$ cat config.mk
export PLATFORM = sky130hd
export DESIGN_NAME = gen_txen_frame
export DESIGN_NICKNAME = d
export VERILOG_FILES = /design/src/rtl/gen_txen_frame.sv
export SDC_FILE = /design/constraint.sdc
export NUM_CORES = 1
export LEC_CHECK = 0
export CORE_UTILIZATION = 30
export DETAILED_ROUTE_END_ITERATION = 12
export SETUP_SLACK_MARGIN = 0.02
export SYNTH_ARGS = -nofsm -noshare
export SYNTH_HDL_FRONTEND = slang
export SYNTH_SLANG_ARGS = --single-unit
$ cat constraint.sdc
create_clock -name clk -period 4.2 [get_ports clk]
set_clock_uncertainty 0.05 [all_clocks]
set_input_delay 0.84 -clock clk [delete_from_list [all_inputs] [get_ports clk]]
set_output_delay 0.84 -clock clk [all_outputs]
set_load 0.03 [all_outputs]
$ cat src/rtl/gen_txen_frame.sv
// Transmit frame generator: emits one command word followed by 0..N_MAX data words
// per accepted start, holding txen high across the frame, then inserts a guard gap.
// Latency: frame begins the cycle after the accepting edge; no backpressure (dw_in is zero-latency).
`timescale 1ns/1ps

module gen_txen_frame #(
  parameter int W        = 16,
  parameter int N_MAX    = 32,
  parameter int NW       = 6,
  parameter int WORD_CYC = 20,
  parameter int GAP_CYC  = 8
) (
  input  logic          clk,
  input  logic          rst_n,
  input  logic          st,
  input  logic          mode,
  input  logic [W-1:0]  cw_in,
  input  logic [NW-1:0] n_dw,
  input  logic [W-1:0]  dw_seed,
  input  logic [W-1:0]  dw_in,
  output logic          dw_req,
  output logic          txen,
  output logic [W-1:0]  DAT,
  output logic [W-1:0]  CW_TX,
  output logic [W-1:0]  DW_TX,
  output logic          word_stb,
  output logic          busy,
  output logic          done,
  output logic          st_ovr
);

  // One counter serves both the word slots and the guard gap, so size it for the longer.
  localparam int CMAX = (WORD_CYC > GAP_CYC) ? WORD_CYC : GAP_CYC;
  localparam int CNTW = (CMAX > 1) ? $clog2(CMAX) : 1;

  localparam logic [CNTW-1:0] SLOT_LAST = CNTW'(WORD_CYC - 1);
  localparam logic [CNTW-1:0] GAP_LAST  = CNTW'(GAP_CYC - 1);
  localparam logic [NW-1:0]   NMAX_V    = NW'(N_MAX);

  typedef enum logic [1:0] {
    S_IDLE = 2'd0,
    S_CW   = 2'd1,
    S_DW   = 2'd2,
    S_GAP  = 2'd3
  } state_t;

  state_t          state;
  state_t          state_nxt;

  logic [CNTW-1:0] cnt;
  logic [NW-1:0]   idx;
  logic [NW-1:0]   n_lat;
  logic            mode_lat;
  logic [W-1:0]    cw_tx_r;
  logic [W-1:0]    dw_tx_r;
  logic [W-1:0]    pat;
  logic            ovr;

  logic            accept;
  logic            slot_end;
  logic            gap_end;
  logic            last_word;
  logic            next_dw;
  logic            cnt_clr;

  // Decode of slot boundaries and whether another data word follows the current slot.
  always_comb begin
    accept    = 1'b0;
    slot_end  = 1'b0;
    gap_end   = 1'b0;
    last_word = 1'b0;
    next_dw   = 1'b0;
    cnt_clr   = 1'b0;

    accept    = (state == S_IDLE) && st;
    slot_end  = (cnt == SLOT_LAST);
    gap_end   = (cnt == GAP_LAST);
    last_word = (idx == (n_lat - NW'(1)));

    // A data word is loaded at the end of the CW slot (if any are requested)
    // and at the end of every DW slot except the last one.
    if (slot_end) begin
      if (state == S_CW) begin
        next_dw = (n_lat != '0);
      end else if (state == S_DW) begin
        next_dw = !last_word;
      end
    end

    // Counter restarts at every slot boundary, on entry to the gap, and idles at 0.
    cnt_clr = (state == S_IDLE)
           || (((state == S_CW) || (state == S_DW)) && slot_end)
           || ((state == S_GAP) && gap_end);
  end

  // State register; reset abandons any frame in flight.
  always_ff @(posedge clk or negedge rst_n) begin
    if (!rst_n) begin
      state <= S_IDLE;
    end else begin
      state <= state_nxt;
    end
  end

  // Next-state and frame outputs, all decoded from the current state and counter.
  always_comb begin
    state_nxt = state;
    txen      = 1'b0;
    busy      = 1'b0;
    word_stb  = 1'b0;
    done      = 1'b0;
    dw_req    = 1'b0;
    DAT       = '0;

    case (state)
      S_IDLE: begin
        if (st) begin
          state_nxt = S_CW;
        end
      end

      S_CW: begin
        txen     = 1'b1;
        busy     = 1'b1;
        word_stb = (cnt == '0);
        DAT      = cw_tx_r;
        dw_req   = mode_lat && next_dw;
        if (slot_end) begin
          state_nxt = (n_lat == '0) ? S_GAP : S_DW;
        end
      end

      S_DW: begin
        txen     = 1'b1;
        busy     = 1'b1;
        word_stb = (cnt == '0);
        DAT      = dw_tx_r;
        dw_req   = mode_lat && next_dw;
        if (slot_end && last_word) begin
          state_nxt = S_GAP;
        end
      end

      S_GAP: begin
        busy = 1'b1;
        done = (cnt == '0);
        if (gap_end) begin
          state_nxt = S_IDLE;
        end
      end

      default: begin
        state_nxt = S_IDLE;
      end
    endcase
  end

  // Shared slot / gap counter.
  always_ff @(posedge clk or negedge rst_n) begin
    if (!rst_n) begin
      cnt <= '0;
    end else if (cnt_clr) begin
      cnt <= '0;
    end else begin
      cnt <= cnt + CNTW'(1);
    end
  end

  // Data-word index within the frame.
  always_ff @(posedge clk or negedge rst_n) begin
    if (!rst_n) begin
      idx <= '0;
    end else if (accept) begin
      idx <= '0;
    end else if (slot_end && (state == S_CW)) begin
      idx <= '0;
    end else if (slot_end && (state == S_DW) && !last_word) begin
      idx <= idx + NW'(1);
    end
  end

  // Frame parameters captured on the accepting edge; count is clamped to N_MAX.
  always_ff @(posedge clk or negedge rst_n) begin
    if (!rst_n) begin
      cw_tx_r  <= '0;
      n_lat    <= '0;
      mode_lat <= 1'b0;
    end else if (accept) begin
      cw_tx_r  <= cw_in;
      n_lat    <= (n_dw > NMAX_V) ? NMAX_V : n_dw;
      mode_lat <= mode;
    end
  end

  // Data word load at each DW slot start: running counter pattern or the external word
  // sampled on the same edge as its request pulse.
  always_ff @(posedge clk or negedge rst_n) begin
    if (!rst_n) begin
      dw_tx_r <= '0;
      pat     <= '0;
    end else if (accept) begin
      pat <= dw_seed;
    end else if (next_dw) begin
      dw_tx_r <= mode_lat ? dw_in : pat;
      pat     <= pat + W'(1);
    end
  end

  // Sticky overrun flag: any start seen while a frame or gap is in progress.
  always_ff @(posedge clk or negedge rst_n) begin
    if (!rst_n) begin
      ovr <= 1'b0;
    end else if (accept) begin
      ovr <= 1'b0;
    end else if (st && (state != S_IDLE)) begin
      ovr <= 1'b1;
    end
  end

  assign CW_TX  = cw_tx_r;
  assign DW_TX  = dw_tx_r;
  assign st_ovr = ovr;

endmodule

Yosys cells after proc, flatten, opt, wreduce, memory -nomap -nowiden
Index checks and enable logic that the tools add are counted.

word-level totals
  input port bits = 58
  logic and storage cells = 75
  register bits = 69
  output and inout port bits = 54

cells by class
  add/sub/neg operators = 4
  equality and inequality tests = 10
  multiplexer cells = 25
  bitwise gates (word level) = 1
  $lt $le $gt $ge = 1
  reductions and logical operators = 25

operators with widths
  operator                                               count
  two-way mux 16 bit                                     3
  one-hot mux 16 bit (2 select lines)                    1
  two-way mux 6 bit                                      4
  adder 16 x 1 -> 16 bit (second input constant)         1
  two-way mux 1 bit                                      11
  logical AND 1 bit                                      9
  two-way mux 2 bit                                      4
  one-hot mux 2 bit (4 select lines)                     1
  adder 6 x 1 -> 6 bit (second input constant)           1
  == test 6 bit                                          1
  greater-than comparator 6 bit (second input constant)  1
  logical NOT 6 bit                                      1
  != test 2 bit (second input constant)                  3
  nonzero test 2 bit                                     3
  nonzero test 6 bit                                     1
  subtractor 6 x 1 -> 6 bit (second input constant)      1
  adder 5 x 1 -> 5 bit (second input constant)           1
  == test 5 x 3 -> 1 bit (second input constant)         1
  == test 5 bit (second input constant)                  1
  logical NOT 5 bit                                      1
  two-way mux 5 bit                                      1
  == test 2 bit (second input constant)                  2
  AND reduction 4 bit                                    1
  logical OR 1 bit                                       3
  9 further kinds                                        9

Logic depth before layout (Yosys ltp)
Gate-level depths: netlist (run 1).

  depth in word-level cells = 8
  depth in mapped cells = 10
  gate-level depth less buffers = 8

Worst setup path before layout (run 1)
No wires, ideal clock.

  path type = register to output
  start = register n_lat[0]
  end = output port dw_req
  buffers on the path = 2
  cell stages (with the launch flop) = 9
  required time = 3,310 ps
  data arrival time = 2,623 ps
  setup slack = 687 ps
  path through = dfrtp_1 -> or4_4 -> or3_4 -> a2111oi_4 -> o221a_4 -> buf_8 -> buf_12 -> nor2_1 -> and3_1

between the ends
  longest elaborated chain between the ends = 8
  elaborated cells between the ends (all ways) = 9
  classes of those cells = 1 x add/sub; 1 x eq/ne; 4 x mux; 3 x reduce/logical

RTL lines
  element                    RTL line  text
  start, declared            52        logic [NW-1:0] n_lat;
  start signal, assigned     190       n_lat <= (n_dw > NMAX_V) ? NMAX_V : n_dw;
  subtractor 6 x 1 -> 6 bit  78        last_word = (idx == (n_lat - NW'(1)));
  == test 6 bit              78
  logical NOT 1 bit          86        next_dw = !last_word;
  two-way mux 1 bit          85        end else if (state == S_DW) begin
  two-way mux 1 bit (*)      83        if (state == S_CW) begin
  two-way mux 1 bit (*)      82        if (slot_end) begin
  logical AND 1 bit (*)      127, 138
  two-way mux 1 bit (*)      n/a
  end, declared              21        output logic dw_req,

Mark *: on every way between the ends. The rest lies on a longest branch, timed or not.

Worst setup path in the final report (run 1)
  start = register n_lat[2]
  end = output port dw_req

The elaborated chain is that of the path after synthesis.

==> results of run 1 <==
[final cells by class]
cell class	instances	area [um^2]	share of cell area
inverter	13	48.8	0.00858
clock buffer	10	239	0.0420
clock inverter	6	93.8	0.0165
sequential	69	1730	0.304
multi-input combinational	345	2150	0.379
timing repair buffer	124	1200	0.212
tap	176	220	0.0387
[cells by family (layout without fill, tap and decap cells)]
logic type	after synthesis	in the layout	share of synthesized area
muxes	19	19	0.0470
buffers and inverters	48	153	0.0540
xor gates and xnor gates	14	14	0.0299
AOI/OAI and AO/OA	101	101	0.177
DFF	69	69	0.421
and+or+nand+nor	201	201	0.240
adders and majority gates	10	10	0.0305
[synth_stat cells, types with 11 or more instances]
cell type / instances / area share
nor2_1: 19 / 0.017
dfrtp_1: 69 / 0.42
a21oi_1: 22 / 0.027
nand3_1: 16 / 0.020
xnor2_1: 11 / 0.024
a31oi_1: 22 / 0.034
nor2b_1: 17 / 0.026
mux2i_1: 17 / 0.042
nand2_1: 90 / 0.082
clkbuf_1: 23 / 0.021
a22oi_1: 16 / 0.029
nor3_1: 12 / 0.015
inv_1: 13 / 0.012
[flip-flops by register name (all words and copies together) (netlist names)]
name	count
DW_TX	16
st_ovr	1
n_lat	6
idx	6
state	2
pat	16
mode_lat	1
cnt	5
CW_TX	16
[critical path: cells and delay by family (launching register included)]
kind                   cells  cell delay (ns)
AND/OR/NAND/NOR            4             1.11
AO/OA/AOI/OAI              2             0.70
buffers and inverters      1             0.61
flip-flops                 1             0.45
[layout by cell type, fill, tap and decap left out, types with 4 or more instances in the layout]
master / synthesis / final
ha_1: 10 / 10
nand4_1: 7 / 7
nor2_1: 19 / 19
mux2i_1: 17 / 17
nand3b_1: 7 / 7
o311a_1: 4 / 4
clkbuf_16: 0 / 9
a31oi_1: 22 / 22
clkdlybuf4s50_1: 0 / 110
a21oi_1: 22 / 22
a211o_1: 6 / 6
inv_1: 13 / 13
a211oi_1: 5 / 5
nor4_1: 8 / 8
nor2b_1: 17 / 17
dfrtp_1: 69 / 69
xnor2_1: 11 / 11
and3_1: 10 / 10
nand2_1: 90 / 89
o21ai_0: 8 / 8
and2_1: 3 / 4
buf_4: 0 / 13
nand3_1: 16 / 16
a22oi_1: 16 / 16
nor3_1: 12 / 12
[metrics by stage]
| step | util | worst slack (ns) |
|---|---|---|
| after floorplan | - | 0.687 |
| after global placement | 0.403 | 0.526 |
| after detailed placement | 0.403 | 0.488 |
| after CTS | 0.428 | 0.113 |
| after global routing | 0.428 | 0.0356 |
| final | 0.428 | 0.132 |
[per-layer routing]
layer	track usage	share of wire	vias up
met3	0.0330	0.060	12
li1	-	-	1868
met1	0.249	0.45	1915
met5	0	0	-
met2	0.295	0.48	142
met4	0.0554	0.012	0
[path summary, 6_finish.rpt]
check                                end      from  slack (ns)  cells past startpoint
worst min-delay path            CW_TX[9]     rst_n        0.44                      1
worst max-delay path              dw_req  n_lat[2]        0.13                      7
worst max register to register    pat[9]  n_lat[2]        1.29                      8
worst min register to register    cnt[0]    cnt[0]        0.45                      1
max in group asynchronous         pat[4]     rst_n        2.83                      2
min in group clk                  cnt[0]    cnt[0]        0.45                      1
[power by group through the flow]
stage               sequential, mW  clock, mW  combinational (mW)
floorplan                     1.35          0                1.34
global placement              1.22          0                2.18
detailed placement            1.23          0                2.22
CTS                           1.22      0.865                2.23
global route                  1.27      0.890                2.40
finish                        1.23      0.850                2.23
==> flow_summary.json, run 1 <==
{
  "area_growth_pct": 38.7,
  "die_x_um": 119,
  "cts_tree": "yes",
  "post_cts_buffers": 0,
  "slowest_delay_ns": 0.61,
  "drt_wl_total_mm": 12.6,
  "cp_cell_sequence": "or4_4 > or3_4 > a2111oi_4 > o221a_4 > nor2_1 > and3_1 > clkdlybuf4s50_1",
  "ant_nets": 0,
  "syn-num-nets": 530,
  "ys.flop_type": "dfrtp_1",
  "post_cts_resized": 0,
  "crit_required_ns": 3.31,
  "p_int_mw": 2.37,
  "place_congestion": 0.850,
  "groute.usage.overall": 0.183,
  "synth.cell_area_mm2": 0.00410,
  "arrival_ns": 3.18,
  "detail_route.iter0.violations": 278,
  "fillers": 1313,
  "seq_area_frac_synth": 0.421,
  "die-area_mm2": 0.0141,
  "whs_ns": 0.442,
  "synth.distinct_cells": 51,
  "power.share.clock": 0.198,
  "cts.htree.levels": 3,
  "switching_share": 0.449,
  "antenna_cells": 0,
  "ys.warnings.count": 0,
  "vias": 3937,
  "rows": 42,
  "cts_made_buffers": 9,
  "max-slew-margin-rel": 0.457,
  "fin_cells": 743,
  "setup_tns_ns": 0,
  "drive_gt1_frac": 0.0705,
  "dp_hpwl_mm": 9.06,
  "start_kind": "register",
  "die_y_um": 119,
  "clkTransAtPathRegs_ns": 0.06,
  "sequentialPowerShare": 0.285,
  "power_leakage_nw": 2.35,
  "ctsLongestPathBuffers": 2,
  "hold_path_class": "in2async",
  "wl_per_cell_um": 16.9,
  "grt_max_degree": 50,
  "cap_viol_max_count": 0,
  "place_area_mm2": 0.00535,
  "p_comb_frac": 0.517,
  "ir_drop_mv": 0.298,
  "status": "finished clean",
  "period_share": 0.968,
  "dp.cells": 727,
  "fin_crit_ns": 4.07,
  "setup_violations": 0,
  "final_nets": 630,
  "grt_pass1_wl_mm": 20.2,
  "synth_edf_count": 0,
  "firstDrtPassIters": 5,
  "grt_pass1_vias": 3720,
  "clock_latency_ns": 0.34,
  "cp-end-kind": "output pin",
  "ys_seq_elements": 69,
  "tightest_slew_ns": 0.812,
  "fmax_ghz": 0.246,
  "final_hold_viol_count": 0,
  "slowest_stage": "clkdlybuf4s50_1",
  "core-area_mm2": 0.0133,
  "synth_cells": 462,
  "initial_utilization": 0.308,
  "cts_num_sinks": 69,
  "critical_path_class": "reg2out",
  "fin_area_mm2": 0.00568,
  "grt_overflow": 0,
  "holdBufCountCts": 0,
  "drc": 0,
  "ios": 112,
  "viasPerCell": 5.30,
  "syn_avg_cell_area_um2": 8.87,
  "async_flop_share": 1.00,
  "p_switching_mw": 1.93,
  "antenna_found_initial": 0,
  "rsz0062_at_grt": "false",
  "numPortBuffers": 111,
  "path_max_fanout": 7,
  "powerDensity_mw_per_mm2": 757,
  "root_buffer": "clkbuf_16",
  "finalMaxSlewViolations": 0,
  "power_mw": 4.30
}
Power figures use the tool's default switching activity.
==> run 2, diff against run 1 <==
CORE_MARGIN = 5   (was unset)
==> run 2 against run 1 <==
Effect of this change:
- worst hold slack improved by 0.015 ns
- sequential cell count unchanged
- first-iteration DRC count increased by 29%
- final area decreased by 1.5%
- non-clock buffer count decreased by 3
- clock power decreased by 19%
- die area increased by 14%
- critical path type unchanged
- largest cell class unchanged
==> flow_summary.json, run 2 (synthesis gave the netlist of run 1 again) <==
{
  "cp_top_family": "simple AND/OR/NAND/NOR gates",
  "cts_made_buffers": 9,
  "critical_path_class": "reg2out",
  "drc": 0,
  "area_growth_pct": 36.6,
  "fin_crit_ns": 4.04,
  "finalMaxSlewViolations": 0,
  "crit_start": "n_lat[2]",
  "top_layer_used": "met4",
  "core-area_mm2": 0.0133,
  "cts_tree": "yes",
  "sequentialPowerShare": 0.297,
  "period_share": 0.962,
  "firstDrtPassIters": 5,
  "start_kind": "register",
  "grt_pass1_wl_mm": 20.4,
  "cp-end-kind": "output pin",
  "p_comb_frac": 0.537,
  "whs_ns": 0.456,
  "hold_path_class": "reg2reg",
  "powerDensity_mw_per_mm2": 736,
  "ir_drop_mv": 0.261,
  "power_leakage_nw": 2.30,
  "m1WireLength_mm": 5.89,
  "p_int_mw": 2.21,
  "power.share.clock": 0.166,
  "status": "finished clean",
  "place_congestion": 0.844,
  "drive_gt1_frac": 0.0638,
  "root_buffer": "clkbuf_16",
  "detail_route.iter0.violations": 359,
  "tightest_slew_ns": 1.24,
  "max-slew-margin-rel": 0.175,
  "most-common-layout-cells": "clkdlybuf4s50_1, nand2_1, dfrtp_1",
  "critPathCapture": "dw_req",
  "die_y_um": 127,
  "clock_latency_ns": 0.33,
  "setup_tns_ns": 0,
  "drt_wl_total_mm": 12.8,
  "vias": 3905,
  "wl_met3_um": 642,
  "clkTransAtPathRegs_ns": 0.05,
  "slowest_delay_ns": 0.61,
  "fin_area_mm2": 0.00560,
  "reg2reg_depth": 7,
  "cap_viol_max_count": 0,
  "grt_overflow": 0,
  "antenna_found_initial": 0,
  "groute.usage.overall": 0.158,
  "post_cts_buffers": 0,
  "rsz0062_at_grt": "false",
  "layout_commonest_cell": "clkdlybuf4s50_1",
  "initial_utilization": 0.308,
  "rows": 42,
  "place_area_mm2": 0.00533,
  "wl_per_cell_um": 17.4,
  "viasPerCell": 5.28,
  "final_hold_viol_count": 0,
  "grt_max_degree": 42,
  "die-area_mm2": 0.0161,
  "cp_cell_sequence": "or4_4 > or3_4 > a2111oi_4 > o221a_4 > nor2_1 > and3_1 > clkdlybuf4s50_1",
  "final_nets": 627,
  "ios": 112,
  "arrival_ns": 3.15,
  "crit_required_ns": 3.31,
  "setup_violations": 0,
  "ctsLongestPathBuffers": 2,
  "grt_pass1_vias": 3707,
  "reg2reg_to": "pat[13]",
  "dr_wl_met2_mm": 6.13,
  "post_cts_resized": 0,
  "cp_num_buf_inv": 1,
  "holdBufCountCts": 0,
  "r2r_slack_ns": 0.80,
  "dp_hpwl_mm": 9.45,
  "numPortBuffers": 111,
  "p_switching_mw": 1.91,
  "switching_share": 0.463,
  "worst-path-stages": 7,
  "fmax_ghz": 0.247,
  "slowest_stage": "clkdlybuf4s50_1",
  "antenna_cells": 0,
  "die_x_um": 127,
  "cts.htree.levels": 3,
  "ant_nets": 0,
  "path_max_fanout": 7,
  "r2r_start": "n_lat[2]",
  "cts_num_sinks": 69
}
==> run 2: cell types whose count changed in the layout (fill, tap and decap cells not counted), sizes merged <==
cell	previous run	this run
buf	14	11
clkinvlp	1	4
bufinv	2	0
inv	15	13
clkinv	1	2
==> run 2: worst min path at each step <==
| stage | startpoint | endpoint | slack, ns | cells after the start |
|---|---|---|---|---|
| final | cnt[0] | cnt[0] | 0.46 | 1 |
| after CTS | CW_TX[3] | CW_TX[3] | 0.46 | 2 |
| after global placement | cnt[0] | cnt[0] | 0.42 | 1 |
| after global routing | CW_TX[5] | CW_TX[5] | 0.48 | 2 |
| after floorplan | cnt[0] | cnt[0] | 0.40 | 1 |
| after detailed placement | CW_TX[3] | CW_TX[3] | 0.44 | 2 |
==> run 2: metrics by stage <==
| stage | power (mW) | util | setup WS, ns | cells |
|---|---|---|---|---|
| final | 4.12 | 0.421 | 0.159 | 740 |
| after global placement | 3.39 | 0.401 | 0.524 | 724 |
| after detailed placement | 3.44 | 0.401 | 0.497 | 724 |
| after CTS | 4.14 | 0.421 | 0.147 | 740 |
| after global routing | 4.38 | 0.421 | 0.0677 | 740 |
| after floorplan | 2.69 | - | 0.687 | 462 |
==> run 2: cell type report <==
cell class	instances	area [um^2]
tap	176	220
inverter	13	48.8
multi-input combinational	345	2150
clock buffer	10	229
sequential	69	1730
timing repair buffer	121	1180
clock inverter	6	40.0
fill	1286	7700
==> run 2: power by group through the flow <==
stage | clock network [mW] | registers [mW] | logic [mW]
final | 0.685 | 1.22 | 2.21
after global routing | 0.728 | 1.26 | 2.39
after CTS | 0.701 | 1.22 | 2.22
after detailed placement | 0 | 1.23 | 2.21
after global placement | 0 | 1.22 | 2.18
after floorplan | 0 | 1.35 | 1.34
==> run 2: metal layers <==
layer  GRT usage  up-vias
met5           0        -
met4      0.0505        0
met3      0.0244       12
met2       0.250      149
met1       0.222     1882
li1            -     1862
==> run 2: worst reg2reg max path, delay by kind of cell, from the launching register on <==
kind,cells,cell delay (ns)
buf+inv,1,0.19
simple gates,2,0.80
compound gates,4,1.80
flops,1,0.44
==> run 3, diff against run 2 <==
SKIP_CTS_REPAIR_TIMING = 1   (was unset)
==> results of run 3 <==
Final layout, timing and power as in run 2 (identical DEF).
